<file path="config.mk">
export PLATFORM = sky130hd
export DESIGN_NAME = mastermind_board_scorer
export DESIGN_NICKNAME = d
export VERILOG_FILES = /design/src/rtl/mastermind_pkg.sv /design/src/rtl/mastermind_row_store.sv /design/src/rtl/mastermind_board_scorer.sv
export SDC_FILE = /design/constraint.sdc
export NUM_CORES = 1
export LEC_CHECK = 0
export CAP_MARGIN = 20
export CORE_MARGIN = 5
export CORE_UTILIZATION = 40
export DETAILED_ROUTE_END_ITERATION = 8
export HOLD_SLACK_MARGIN = 0.02
export PLACE_DENSITY = 0.72
export SYNTH_ARGS = -nofsm -noshare
export SYNTH_HDL_FRONTEND = slang
export SYNTH_HIERARCHICAL = 1
export SYNTH_SLANG_ARGS = --single-unit
export TNS_END_PERCENT = 30
</file>
<file path="constraint.sdc">
create_clock -name Clk -period 6.4 [get_ports Clk]
set_input_delay 1.28 -clock Clk [delete_from_list [all_inputs] [get_ports Clk]]
set_output_delay 1.28 -clock Clk [all_outputs]
set_load 0.02 [all_outputs]
</file>
<file path="src/rtl/mastermind_pkg.sv">
// -----------------------------------------------------------------------------
// mastermind_pkg
// Shared definitions for the Mastermind guess board and scoring engine:
//   - default geometry (pegs per row, bits per peg, colour count, board depth)
//   - the empty-peg colour code
//   - scoring FSM state encoding
//   - peg_at(): extract one peg from a packed code vector
// -----------------------------------------------------------------------------
package mastermind_pkg;

  localparam int N_PEGS_DEF   = 4;
  localparam int COLOR_W_DEF  = 3;
  localparam int N_COLORS_DEF = 6;
  localparam int N_ROWS_DEF   = 6;

  // Colour code 0 is "no peg"; the renderer shows it as gray.
  localparam int COLOR_EMPTY = 0;

  // Widest packed code and widest peg peg_at() can handle.
  localparam int PEG_VEC_W = 256;
  localparam int PEG_MAX_W = 8;

  typedef enum logic [2:0] {
    ST_IDLE  = 3'd0,
    ST_EXACT = 3'd1,
    ST_COLOR = 3'd2,
    ST_WRITE = 3'd3,
    ST_DONE  = 3'd4
  } state_e;

  // Peg idx of a packed code lives at [idx*color_w +: color_w].
  function automatic logic [PEG_MAX_W-1:0] peg_at(
    input logic [PEG_VEC_W-1:0] vec,
    input int unsigned          idx,
    input int unsigned          color_w
  );
    logic [PEG_VEC_W-1:0] shifted;
    logic [PEG_MAX_W-1:0] mask;
    shifted = vec >> (idx * color_w);
    mask    = PEG_MAX_W'((1 << color_w) - 1);
    return shifted[PEG_MAX_W-1:0] & mask;
  endfunction

endpackage

</file>
<file path="src/rtl/mastermind_row_store.sv">
// -----------------------------------------------------------------------------
// mastermind_row_store
// Board and feedback storage: one row written per scored guess, every row
// visible at once on flat buses for the renderer, whole board zeroed by clear.
// Ports:
//   clk, rst_n        clock, asynchronous active-low reset
//   clear             synchronous wipe of every row (wins over a write)
//   wr_en, wr_row     write strobe and target row
//   wr_guess, wr_fb   row contents: the guess and its {partial, exact} score
//   board_flat        row r at [r*N_PEGS*COLOR_W +: N_PEGS*COLOR_W]
//   fb_flat           row r at [r*2*CNT_W +: 2*CNT_W]
// -----------------------------------------------------------------------------
module mastermind_row_store
  import mastermind_pkg::*;
#(
  parameter int N_PEGS  = N_PEGS_DEF,
  parameter int COLOR_W = COLOR_W_DEF,
  parameter int N_ROWS  = N_ROWS_DEF,
  parameter int CNT_W   = $clog2(N_PEGS_DEF + 1),
  parameter int ROW_W   = $clog2(N_ROWS_DEF + 1)
) (
  input  logic                              clk,
  input  logic                              rst_n,
  input  logic                              clear,
  input  logic                              wr_en,
  input  logic [ROW_W-1:0]                  wr_row,
  input  logic [N_PEGS*COLOR_W-1:0]         wr_guess,
  input  logic [2*CNT_W-1:0]                wr_fb,
  output logic [N_ROWS*N_PEGS*COLOR_W-1:0]  board_flat,
  output logic [N_ROWS*2*CNT_W-1:0]         fb_flat
);

  localparam int ROW_BITS = N_PEGS * COLOR_W;
  localparam int FB_BITS  = 2 * CNT_W;

  logic [ROW_BITS-1:0] board_q [N_ROWS];
  logic [ROW_BITS-1:0] board_d [N_ROWS];
  logic [FB_BITS-1:0]  fb_q    [N_ROWS];
  logic [FB_BITS-1:0]  fb_d    [N_ROWS];

  always_comb begin
    // NOTE: every _d starts as a copy of its _q so no path leaves it unassigned,
    // which would otherwise infer a latch.
    board_d = board_q;
    fb_d    = fb_q;
    for (int r = 0; r < N_ROWS; r++) begin
      if (clear) begin
        board_d[r] = '0;
        fb_d[r]    = '0;
      end else if (wr_en && (wr_row == ROW_W'(r))) begin
        board_d[r] = wr_guess;
        fb_d[r]    = wr_fb;
      end
    end
  end

  // NOTE: this array is reset, unlike a RAM, because unwritten rows must read
  // as zero straight out of reset; that forces it into flops.
  always_ff @(posedge clk or negedge rst_n) begin
    if (!rst_n) begin
      for (int r = 0; r < N_ROWS; r++) begin
        board_q[r] <= '0;
        fb_q[r]    <= '0;
      end
    end else begin
      // NOTE: non-blocking assignments so every flop samples pre-edge values.
      board_q <= board_d;
      fb_q    <= fb_d;
    end
  end

  for (genvar r = 0; r < N_ROWS; r++) begin : g_flat
    assign board_flat[r*ROW_BITS +: ROW_BITS] = board_q[r];
    assign fb_flat[r*FB_BITS +: FB_BITS]      = fb_q[r];
  end

endmodule

</file>
<file path="src/rtl/mastermind_board_scorer.sv">
// -----------------------------------------------------------------------------
// mastermind_board_scorer
// Accepts a guess over valid/ready, scores it against a snapshot of the answer
// (exact pass over the pegs, then a per-colour min() pass over histograms),
// writes guess and feedback into the next board row and flags win / lose.
// Ports:
//   Clk, Reset_n                 clock, asynchronous active-low reset
//   clear                        synchronous new-game pulse (aborts scoring)
//   answer, guess                packed codes, peg i at [i*COLOR_W +: COLOR_W]
//   guess_valid / guess_ready    guess handshake
//   guess_err                    pulse: offered guess had an illegal peg
//   result_valid                 pulse: row scored and written
//   exact_cnt, partial_cnt       score of the last written row
//   row_count                    rows written this game
//   board_flat, fb_flat          whole board and {partial, exact} per row
//   win, lose                    sticky game-over flags
// -----------------------------------------------------------------------------
module mastermind_board_scorer
  import mastermind_pkg::*;
#(
  parameter int  N_PEGS   = N_PEGS_DEF,
  parameter int  COLOR_W  = COLOR_W_DEF,
  parameter int  N_COLORS = N_COLORS_DEF,  // must be <= 2**COLOR_W - 1
  parameter int  N_ROWS   = N_ROWS_DEF,
  localparam int CNT_W    = $clog2(N_PEGS + 1),
  localparam int ROW_W    = $clog2(N_ROWS + 1)
) (
  input  logic                              Clk,
  input  logic                              Reset_n,
  input  logic                              clear,
  input  logic [N_PEGS*COLOR_W-1:0]         answer,
  input  logic [N_PEGS*COLOR_W-1:0]         guess,
  input  logic                              guess_valid,
  output logic                              guess_ready,
  output logic                              guess_err,
  output logic                              result_valid,
  output logic [CNT_W-1:0]                  exact_cnt,
  output logic [CNT_W-1:0]                  partial_cnt,
  output logic [ROW_W-1:0]                  row_count,
  output logic [N_ROWS*N_PEGS*COLOR_W-1:0]  board_flat,
  output logic [N_ROWS*2*CNT_W-1:0]         fb_flat,
  output logic                              win,
  output logic                              lose
);

  localparam int CODE_W   = N_PEGS * COLOR_W;
  // Histograms cover every code the answer bus can carry, legal or not.
  localparam int N_CODES  = 2 ** COLOR_W;
  localparam int STEP_MAX = (N_PEGS > N_COLORS) ? N_PEGS : N_COLORS;
  localparam int STEP_W   = $clog2(STEP_MAX + 1);

  state_e              state_q, state_d;
  logic [STEP_W-1:0]   step_q, step_d;         // peg index in EXACT, colour in COLOR
  logic [CODE_W-1:0]   guess_q, guess_d;
  logic [CODE_W-1:0]   answer_q, answer_d;
  logic [CNT_W-1:0]    hist_g_q [N_CODES];
  logic [CNT_W-1:0]    hist_g_d [N_CODES];
  logic [CNT_W-1:0]    hist_a_q [N_CODES];
  logic [CNT_W-1:0]    hist_a_d [N_CODES];
  logic [CNT_W-1:0]    exact_acc_q, exact_acc_d;
  logic [CNT_W-1:0]    total_acc_q, total_acc_d;
  logic [CNT_W-1:0]    exact_cnt_q, exact_cnt_d;
  logic [CNT_W-1:0]    partial_cnt_q, partial_cnt_d;
  logic [ROW_W-1:0]    row_count_q, row_count_d;
  logic                win_q, win_d;
  logic                lose_q, lose_d;
  logic                guess_err_q, guess_err_d;
  logic                result_valid_q, result_valid_d;

  logic                guess_legal;
  logic [COLOR_W-1:0]  g_peg;
  logic [COLOR_W-1:0]  a_peg;
  logic [COLOR_W-1:0]  c_idx;
  logic [CNT_W-1:0]    min_cnt;
  logic                wr_en;
  logic [2*CNT_W-1:0]  wr_fb;

  // A guess is legal only if every peg is a real colour 1..N_COLORS.
  always_comb begin
    guess_legal = 1'b1;
    for (int p = 0; p < N_PEGS; p++) begin
      if ((32'(peg_at(PEG_VEC_W'(guess), p, COLOR_W)) == COLOR_EMPTY) ||
          (32'(peg_at(PEG_VEC_W'(guess), p, COLOR_W)) > N_COLORS)) begin
        guess_legal = 1'b0;
      end
    end
  end

  // Per-cycle operands of the two scoring passes.
  always_comb begin
    g_peg   = COLOR_W'(peg_at(PEG_VEC_W'(guess_q),  32'(step_q), COLOR_W));
    a_peg   = COLOR_W'(peg_at(PEG_VEC_W'(answer_q), 32'(step_q), COLOR_W));
    c_idx   = COLOR_W'(step_q);
    min_cnt = (hist_g_q[c_idx] < hist_a_q[c_idx]) ? hist_g_q[c_idx] : hist_a_q[c_idx];
  end

  always_comb begin
    state_d        = state_q;
    step_d         = step_q;
    guess_d        = guess_q;
    answer_d       = answer_q;
    hist_g_d       = hist_g_q;
    hist_a_d       = hist_a_q;
    exact_acc_d    = exact_acc_q;
    total_acc_d    = total_acc_q;
    exact_cnt_d    = exact_cnt_q;
    partial_cnt_d  = partial_cnt_q;
    row_count_d    = row_count_q;
    win_d          = win_q;
    lose_d         = lose_q;
    guess_err_d    = 1'b0;
    result_valid_d = 1'b0;
    wr_en          = 1'b0;
    // Total matches minus exact matches are the right-colour-wrong-place pegs.
    wr_fb          = {total_acc_q - exact_acc_q, exact_acc_q};
    guess_ready    = (state_q == ST_IDLE);

    unique case (state_q)
      ST_IDLE: begin
        if (guess_valid) begin
          if (!guess_legal) begin
            guess_err_d = 1'b1;
          end else begin
            // Snapshot both codes so later answer changes cannot skew the score.
            guess_d     = guess;
            answer_d    = answer;
            for (int c = 0; c < N_CODES; c++) begin
              hist_g_d[c] = '0;
              hist_a_d[c] = '0;
            end
            exact_acc_d = '0;
            total_acc_d = '0;
            step_d      = '0;
            state_d     = ST_EXACT;
          end
        end
      end

      ST_EXACT: begin
        exact_acc_d     = exact_acc_q + CNT_W'(g_peg == a_peg);
        hist_g_d[g_peg] = hist_g_q[g_peg] + CNT_W'(1);
        hist_a_d[a_peg] = hist_a_q[a_peg] + CNT_W'(1);
        if (32'(step_q) == N_PEGS - 1) begin
          step_d  = STEP_W'(1);             // colour pass starts at code 1
          state_d = ST_COLOR;
        end else begin
          step_d  = step_q + STEP_W'(1);
        end
      end

      ST_COLOR: begin
        total_acc_d = total_acc_q + min_cnt;
        if (32'(step_q) == N_COLORS) begin
          state_d = ST_WRITE;
        end else begin
          step_d  = step_q + STEP_W'(1);
        end
      end

      ST_WRITE: begin
        wr_en          = 1'b1;
        exact_cnt_d    = exact_acc_q;
        partial_cnt_d  = total_acc_q - exact_acc_q;
        row_count_d    = row_count_q + ROW_W'(1);
        result_valid_d = 1'b1;
        if (exact_acc_q == CNT_W'(N_PEGS)) begin
          win_d   = 1'b1;
          state_d = ST_DONE;
        end else if (32'(row_count_d) == N_ROWS) begin
          lose_d  = 1'b1;
          state_d = ST_DONE;
        end else begin
          state_d = ST_IDLE;
        end
      end

      ST_DONE: begin
        guess_ready = 1'b0;
      end

      default: begin
        state_d = ST_IDLE;
      end
    endcase

    // New game overrides everything, including a write or a handshake this edge.
    if (clear) begin
      state_d        = ST_IDLE;
      step_d         = '0;
      exact_cnt_d    = '0;
      partial_cnt_d  = '0;
      row_count_d    = '0;
      win_d          = 1'b0;
      lose_d         = 1'b0;
      guess_err_d    = 1'b0;
      result_valid_d = 1'b0;
      wr_en          = 1'b0;
    end
  end

  always_ff @(posedge Clk or negedge Reset_n) begin
    if (!Reset_n) begin
      state_q        <= ST_IDLE;
      step_q         <= '0;
      guess_q        <= '0;
      answer_q       <= '0;
      for (int c = 0; c < N_CODES; c++) begin
        hist_g_q[c] <= '0;
        hist_a_q[c] <= '0;
      end
      exact_acc_q    <= '0;
      total_acc_q    <= '0;
      exact_cnt_q    <= '0;
      partial_cnt_q  <= '0;
      row_count_q    <= '0;
      win_q          <= 1'b0;
      lose_q         <= 1'b0;
      guess_err_q    <= 1'b0;
      result_valid_q <= 1'b0;
    end else begin
      state_q        <= state_d;
      step_q         <= step_d;
      guess_q        <= guess_d;
      answer_q       <= answer_d;
      hist_g_q       <= hist_g_d;
      hist_a_q       <= hist_a_d;
      exact_acc_q    <= exact_acc_d;
      total_acc_q    <= total_acc_d;
      exact_cnt_q    <= exact_cnt_d;
      partial_cnt_q  <= partial_cnt_d;
      row_count_q    <= row_count_d;
      win_q          <= win_d;
      lose_q         <= lose_d;
      guess_err_q    <= guess_err_d;
      result_valid_q <= result_valid_d;
    end
  end

  mastermind_row_store #(
    .N_PEGS  (N_PEGS),
    .COLOR_W (COLOR_W),
    .N_ROWS  (N_ROWS),
    .CNT_W   (CNT_W),
    .ROW_W   (ROW_W)
  ) u_row_store (
    .clk        (Clk),
    .rst_n      (Reset_n),
    .clear      (clear),
    .wr_en      (wr_en),
    .wr_row     (row_count_q),
    .wr_guess   (guess_q),
    .wr_fb      (wr_fb),
    .board_flat (board_flat),
    .fb_flat    (fb_flat)
  );

  assign guess_err    = guess_err_q;
  assign result_valid = result_valid_q;
  assign exact_cnt    = exact_cnt_q;
  assign partial_cnt  = partial_cnt_q;
  assign row_count    = row_count_q;
  assign win          = win_q;
  assign lose         = lose_q;

endmodule

</file>
# == After elaboration in Yosys (flattened, before gate mapping) ==
# Cells that the tools add are included.
# totals
out_inout_bits,122
register_bits,205
word_cells,211
input_bits,28
# op_classes
n_reduce_logical,37
order_cmp,10
addsub,7
mux,87
shift,2
eq_ne,23
multipliers,1
n_bitwise,3
# ops
op,count
$mux W12,12
$pmux W24 S2,2
$mux W3,29
$mux W6,12
$bwmux W24,2
$mux W24,2
$bmux W3 S3,4
$logic_not A8 Y1,4
$shr A12 B5 Y3,2
$reduce_bool A2 Y1,11
$demux W3 S3,2
$eq A3 B3 Y1 const B,6
$mux W1,18
$eq A3 B2 Y1 const B,5
$ne A3 B3 Y1 const B,5
$pmux W3 S5,1
$add A3 B1 Y3 const B,4
$ge A4 B4 Y1 const B,3
$gt A3 B3 Y1 const B,4
$not A3 Y4,3
$pmux W3 S2,2
$reduce_and A3 Y1,4
$pmux W3 S3,1
$logic_and A1 B1 Y1,8
15 further kinds,24

# == Logic depth before layout (Yosys ltp) ==
# depth
depth_word,10
mapped_depth,17
depth_no_buf,14

# == By module ==
# Netlist, hierarchy kept.
# modules_own_cells
module,area_each_um2,cells_per_inst,instances,seq_area_each_um2
mastermind_board_scorer,5597.9,588,1,2427.3
mastermind_row_store,4817.1,378,1,2702.6

# == Worst setup path after synthesis ==
# No wires, ideal clock.
# synth_timing
path_type,register to register
startpoint,register step_q[1] (netlist: c_idx[1])
endpoint,register total_acc_q[2]
setup_slack_ns,2.883
path_stages_with_launch,16
setup_ns,0.082
arrival_time_ns,3.435
required_time_ns,6.318
synth_period_minus_slack_ns,3.517
path_buffers,3
path_cell_list,dfrtp_1 -> buf_6 -> buf_4 -> buf_2 -> mux4_2 -> mux2i_1 -> ha_1 -> a21boi_0 -> o21a_1 -> o31a_1 -> fa_1 -> xnor2_1 -> nand2_1 -> o21ai_1 -> o31a_1 -> a31oi_1
# synth_between
elab_chain_len,8
word_cells_on_any_way,11
classes_between,1 x add/sub; 1 x order compare; 8 x mux; 1 x bitwise
# synth_lines
item,line,rtl
from (decl),mastermind_board_scorer.sv:53,"logic [STEP_W-1:0] step_q, step_d;"
from (signal assigned),mastermind_board_scorer.sv:222,step_q <= step_d;
$not A3 Y4 (not written as such) (*),mastermind_board_scorer.sv:94,min_cnt = (hist_g_q[c_idx] < hist_a_q[c_idx]) ? hist_g_q[c_idx] : hist_a_q[c_idx];
$bmux W3 S3,mastermind_board_scorer.sv:94,
$mux W3 (not written as such) (2 in series),mastermind_board_scorer.sv:94,
$lt A3 B3 Y1,mastermind_board_scorer.sv:94,
$mux W3 (*),mastermind_board_scorer.sv:94,
$add A3 B3 Y3 (*),mastermind_board_scorer.sv:152,total_acc_d = total_acc_q + min_cnt;
$pmux W3 S2 (*),mastermind_board_scorer.sv:118,unique case (state_q)
to (signal assigned),mastermind_board_scorer.sv:228,total_acc_q <= total_acc_d;
to (decl),mastermind_board_scorer.sv:61,"logic [CNT_W-1:0] total_acc_q, total_acc_d;"
# Every way passes the cells marked *; elsewhere a longest branch is shown, timed or not. The select of a mux whose other input is x is not followed.
# A chain may end at the register's enable or synchronous reset.

# == Worst setup path after layout ==
# layout_timing
startpoint,register step_q[1] (netlist: c_idx[1])
endpoint,register hist_a_q[8] in the netlist's numbering
# layout_between
elab_chain_len,9
word_cells_on_any_way,14
classes_between,1 x add/sub; 1 x mul; 2 x order compare; 1 x shift; 7 x mux; 1 x bitwise; 1 x reduce/logical
# layout_lines
item,line,rtl
$mul A3 B2 Y5 (*),mastermind_pkg.sv:39,shifted = vec >> (idx * color_w);
$shr A12 B5 Y3 (*),mastermind_pkg.sv:39,
$not A3 Y4 (not written as such) (*),mastermind_board_scorer.sv:142,hist_a_d[a_peg] = hist_a_q[a_peg] + CNT_W'(1);
$bmux W3 S3 (tied with other cells),mastermind_board_scorer.sv:142,
$mux W3 (not written as such) / $logic_and A1 B1 Y1 (equally long branches),mastermind_board_scorer.sv:142,
$mux W3 (not written as such),mastermind_board_scorer.sv:142,
$add A3 B1 Y3 / $demux W3 S3 (equally long branches),mastermind_board_scorer.sv:142,
$bwmux W24 (*),mastermind_board_scorer.sv:142,
$pmux W24 S2 (*),mastermind_board_scorer.sv:118,
to (signal assigned),mastermind_board_scorer.sv:226,hist_a_q <= hist_a_d;
to (decl),mastermind_board_scorer.sv:58,logic [CNT_W-1:0] hist_a_q [N_CODES];
# Marked as above.

==> flow_summary_export.csv <==
group,metric,value,unit
worst_setup_path,worstSetupPathType,"reg2reg",
cts,clk_pin_slew,0.06,ns
logic_synthesis,synth_nets,1010,
sta,slew_headroom,0.2768,
global_routing,grt_pass1_wl,43150,µm
logic_synthesis,netlist_instances,966,
logic_synthesis,async_reset_ff_frac,1.000,
place,post_dp_cell_area,0.01215,mm²
sta,final.period_utilization,0.5846,
routing,wirelength,27240,µm
sta,hold_violations,0,
sta,fin_tns_setup,0,ns
cells_and_area,drive_gt1_frac,0.08266,
sta,setup_viol,0,
global_routing,grt_max_degree,113,
place,dpl.hpwl,19250,µm
worst_setup_path,worst_path_max_delay_cell,"mux2i_4",
routing,drc,0,
logic_synthesis,post-synth-top-count-cell,"dfrtp_1",
outcome,status,"completed",
cells_and_area,stdcell_area,0.01291,mm²
sta,fmax,267.3,MHz
logic_synthesis,synthFlopType,"dfrtp_1",
cts,cts_buffer_depth,3,
worst_setup_path,end_kind,"flop",
cells_and_area,nNetsFinal,1142,
cts,ctsRootBufferMaster,"clkbuf_16",
routing,drt-initial-drc-count,696,
cts,cts_tree,"built",
logic_synthesis,synth_area,0.01041,mm²
worst_setup_path,worst_ep_required_time,6.78,ns
place,post-place-ws,2.449,ns
cells_and_area,syn_to_final_growth,23.92,%
cts,cts_made_buffers,22,
cts,cts_hold_buf,0,
worst_setup_path,path_cells,"buf_4, mux2_4, mux2i_4, mux2i_1, a32oi_1, o221ai_2, nor3_4, ha_1, xor2_2, o21ai_1",
cts,cts_setup_buffers,0,
cts,ctsHtreeMaxLevel,1,
worst_setup_path,critPathArrivalTime,4.12,ns
cells_and_area,seqCellArea,0.005130,mm²
worst_setup_path,cpPeakStageDelay,0.53,ns
routing,postRouteAntennaNets,0,
job,cap_violations,0,
die,die_x,171.4,µm
sta,rsz0062_at_grt,"no",
sta,layout_min_cycle_time,3.741,ns
global_routing,grt-ovfl-total,0,
logic_synthesis,ys_warn_count,6,
die,row_count,59,
die,pin_count,150,
cts,clk_latency,0.51,ns
power_and_ir_drop,ir_worst_vdd,228.4,µV
place,numPlacedInstances,1409,
logic_synthesis,synth.top_cell.area_share,0.4926,
global_routing,antenna_found_initial,0,
global_routing,grtUsageTotal,0.1823,
min_path,hp-class,"reg2reg",
routing,vias_per_cell,5.340,
logic_synthesis,synthAdderAreaFrac,0.02066,
worst_setup_path,worst-path-max-fanout,29,
cells_and_area,diodes,0,
die,die_area,0.02936,mm²
cts,cts.sink_count,205,
logic_synthesis,yosysTopAreaCell,"dfrtp_1",
routing,vias,7733,
die,start_util,0.4031,
logic_synthesis,synth_edf_count,0,
die,coreArea,0.02584,mm²
logic_synthesis,avgSynthCellArea,10.78,µm²
sta,fin_skew,0.01072,ns
logic_synthesis,synth-xor-area-share,0.01069,
worst_setup_path,cp-start-kind,"flop",
sta,worst_pin_slew,1.055,ns
cells_and_area,fin_cells,1448,
cells_and_area,fillers,2324,
logic_synthesis,synth_area_leaders,"dfrtp_1 (49%), mux2i_1 (12%), nand2b_1 (7.8%), nand2_1 (5.4%), mux4_2 (3.5%)",
cells_and_area,multi_input_area,0.004951,mm²
global_routing,grt_pass1_vias,7634,
power_and_ir_drop,power_density,404.0,mW/mm²
logic_synthesis,ys_ff_latch,205,
routing,wl_per_cell,18.81,µm
cts,ctsResizeCount,0,
power_and_ir_drop,total_leakage_power,0.006086,µW
logic_synthesis,synth_cell_types,69,
place,routabilityCongestion,0.9261,
place,io_buffers,149,
die,die_h,171.4,µm
sta,setup_ws,2.659,ns
logic_synthesis,synth_top_family_by_area,"simple AND/OR/NAND/NOR gates",
routing,first_pass_iters,7,
logic_synthesis,synthMuxAreaShare,0.1696,
logic_synthesis,synth-compound-area-share,0.08073,
logic_synthesis,netlist_top_cells_count,"dfrtp_1 (205), nand2_1 (151), nand2b_1 (130), mux2i_1 (124), nor2_1 (41)",
sta,slew_viol_final,0,
logic_synthesis,synth_simple_gate_area_frac,0.1926,
logic_synthesis,ys_seq_area_frac,0.4926,
-- area by class of cell --
cell class              instances  share of cell area
repair buffers                161              0.1224
inverters                      18            0.005235
well taps                     335             0.03248
clock inverters                 6            0.009016
multi-input cells             690              0.3836
clock buffers                  33             0.04973
flip-flops and latches        205              0.3975
-- registers in the layout, indices dropped and copies added, names as in the netlist --
name,cells
c_idx,3
total_acc_q,3
guess_err,1
hist_g_q,24
partial_cnt,3
win,1
answer_q,12
u_row_store/board_flat,72
state_q,3
exact_cnt,3
row_count,3
exact_acc_q,3
guess_q,12
u_row_store/fb_flat,36
hist_a_q,24
lose,1
result_valid,1
-- metrics by stage --
stage	utilization	power, µW	hold slack, ns
after floorplan	-	3283	0.4458
after global placement	0.4702	3852	0.4649
after detailed placement	0.4702	3895	0.4675
after CTS	0.4995	5242	0.4824
after global routing	0.4995	5542	0.5130
final	0.4995	5214	0.4850
-- cells in the final DEF (no fill, tap or decap), types with 3 or more instances in the layout --
| cell | n |
|---|---|
| dfrtp_1 | 205 |
| a21oi_1 | 17 |
| nand2b_1 | 130 |
| o31ai_1 | 10 |
| nand2_1 | 151 |
| and2_1 | 4 |
| inv_1 | 16 |
| bufinv_16 | 3 |
| mux2_2 | 7 |
| o21ai_1 | 16 |
| mux2_1 | 3 |
| nor3_1 | 5 |
| nand4_1 | 3 |
| or3_1 | 5 |
| buf_4 | 12 |
| nor3b_1 | 3 |
| xnor2_1 | 4 |
| clkbuf_16 | 22 |
| clkbuf_1 | 6 |
| mux4_2 | 16 |
| o22ai_1 | 8 |
| o21ai_0 | 22 |
| a21o_1 | 3 |
| nor2_1 | 41 |
| ha_1 | 14 |
| nand4bb_1 | 4 |
| clkbuf_8 | 6 |
| nand3_1 | 13 |
| nand4b_1 | 3 |
| a22o_1 | 20 |
| xor2_1 | 5 |
| mux2i_1 | 124 |
| nor2b_1 | 7 |
| clkdlybuf4s50_1 | 147 |
-- where the power goes --
| group | leakage, µW | switching (µW) | internal [µW] |
|---|---|---|---|
| combinational | 0.00292 | 1330 | 810 |
| clock | 0.000371 | 515 | 814 |
| sequential | 0.00280 | 217 | 1530 |
-- final timing paths --
path                        startpoint                        end  slack (ns)  depth (start not counted)
min reg2reg                answer_q[2]                answer_q[2]        0.48                          2
max reg2reg                   c_idx[1]                hist_a_q[8]        2.66                         10
max in group asynchronous      Reset_n  u_row_store/board_flat[2]        4.08                          2
max                           c_idx[1]                hist_a_q[8]        2.66                         10
min                        answer_q[2]                answer_q[2]        0.48                          2
min in group asynchronous      Reset_n     u_row_store/fb_flat[4]        0.88                          1
-- critical path, delay by kind of cell, from the launching register on --
family,cells,cell delay [ns]
buf+inv,1,0.39
mux,3,1.08
flops,1,0.32
fa+ha+maj,1,0.34
xor+xnor,1,0.43
compound gates,3,0.56
simple gates,1,0.45
-- metal layers --
layer | vias up | share of wire | track usage
li1 | 3616 | - | -
met1 | 3830 | 0.46 | 0.2689
met2 | 248 | 0.45 | 0.2850
met3 | 39 | 0.069 | 0.03126
met4 | 0 | 0.019 | 0.03893
met5 | - | 0 | 0
-- logic make-up (layout without fill, tap and decap cells) --
group | after synthesis | count (layout)
compound gates | 122 | 122
xor+xnor | 11 | 11
fa+ha+maj | 16 | 16
buf+inv | 71 | 218
flops | 205 | 205
mux | 153 | 153
simple gates | 388 | 388
Note: power is estimated with default switching activity, not from simulation.
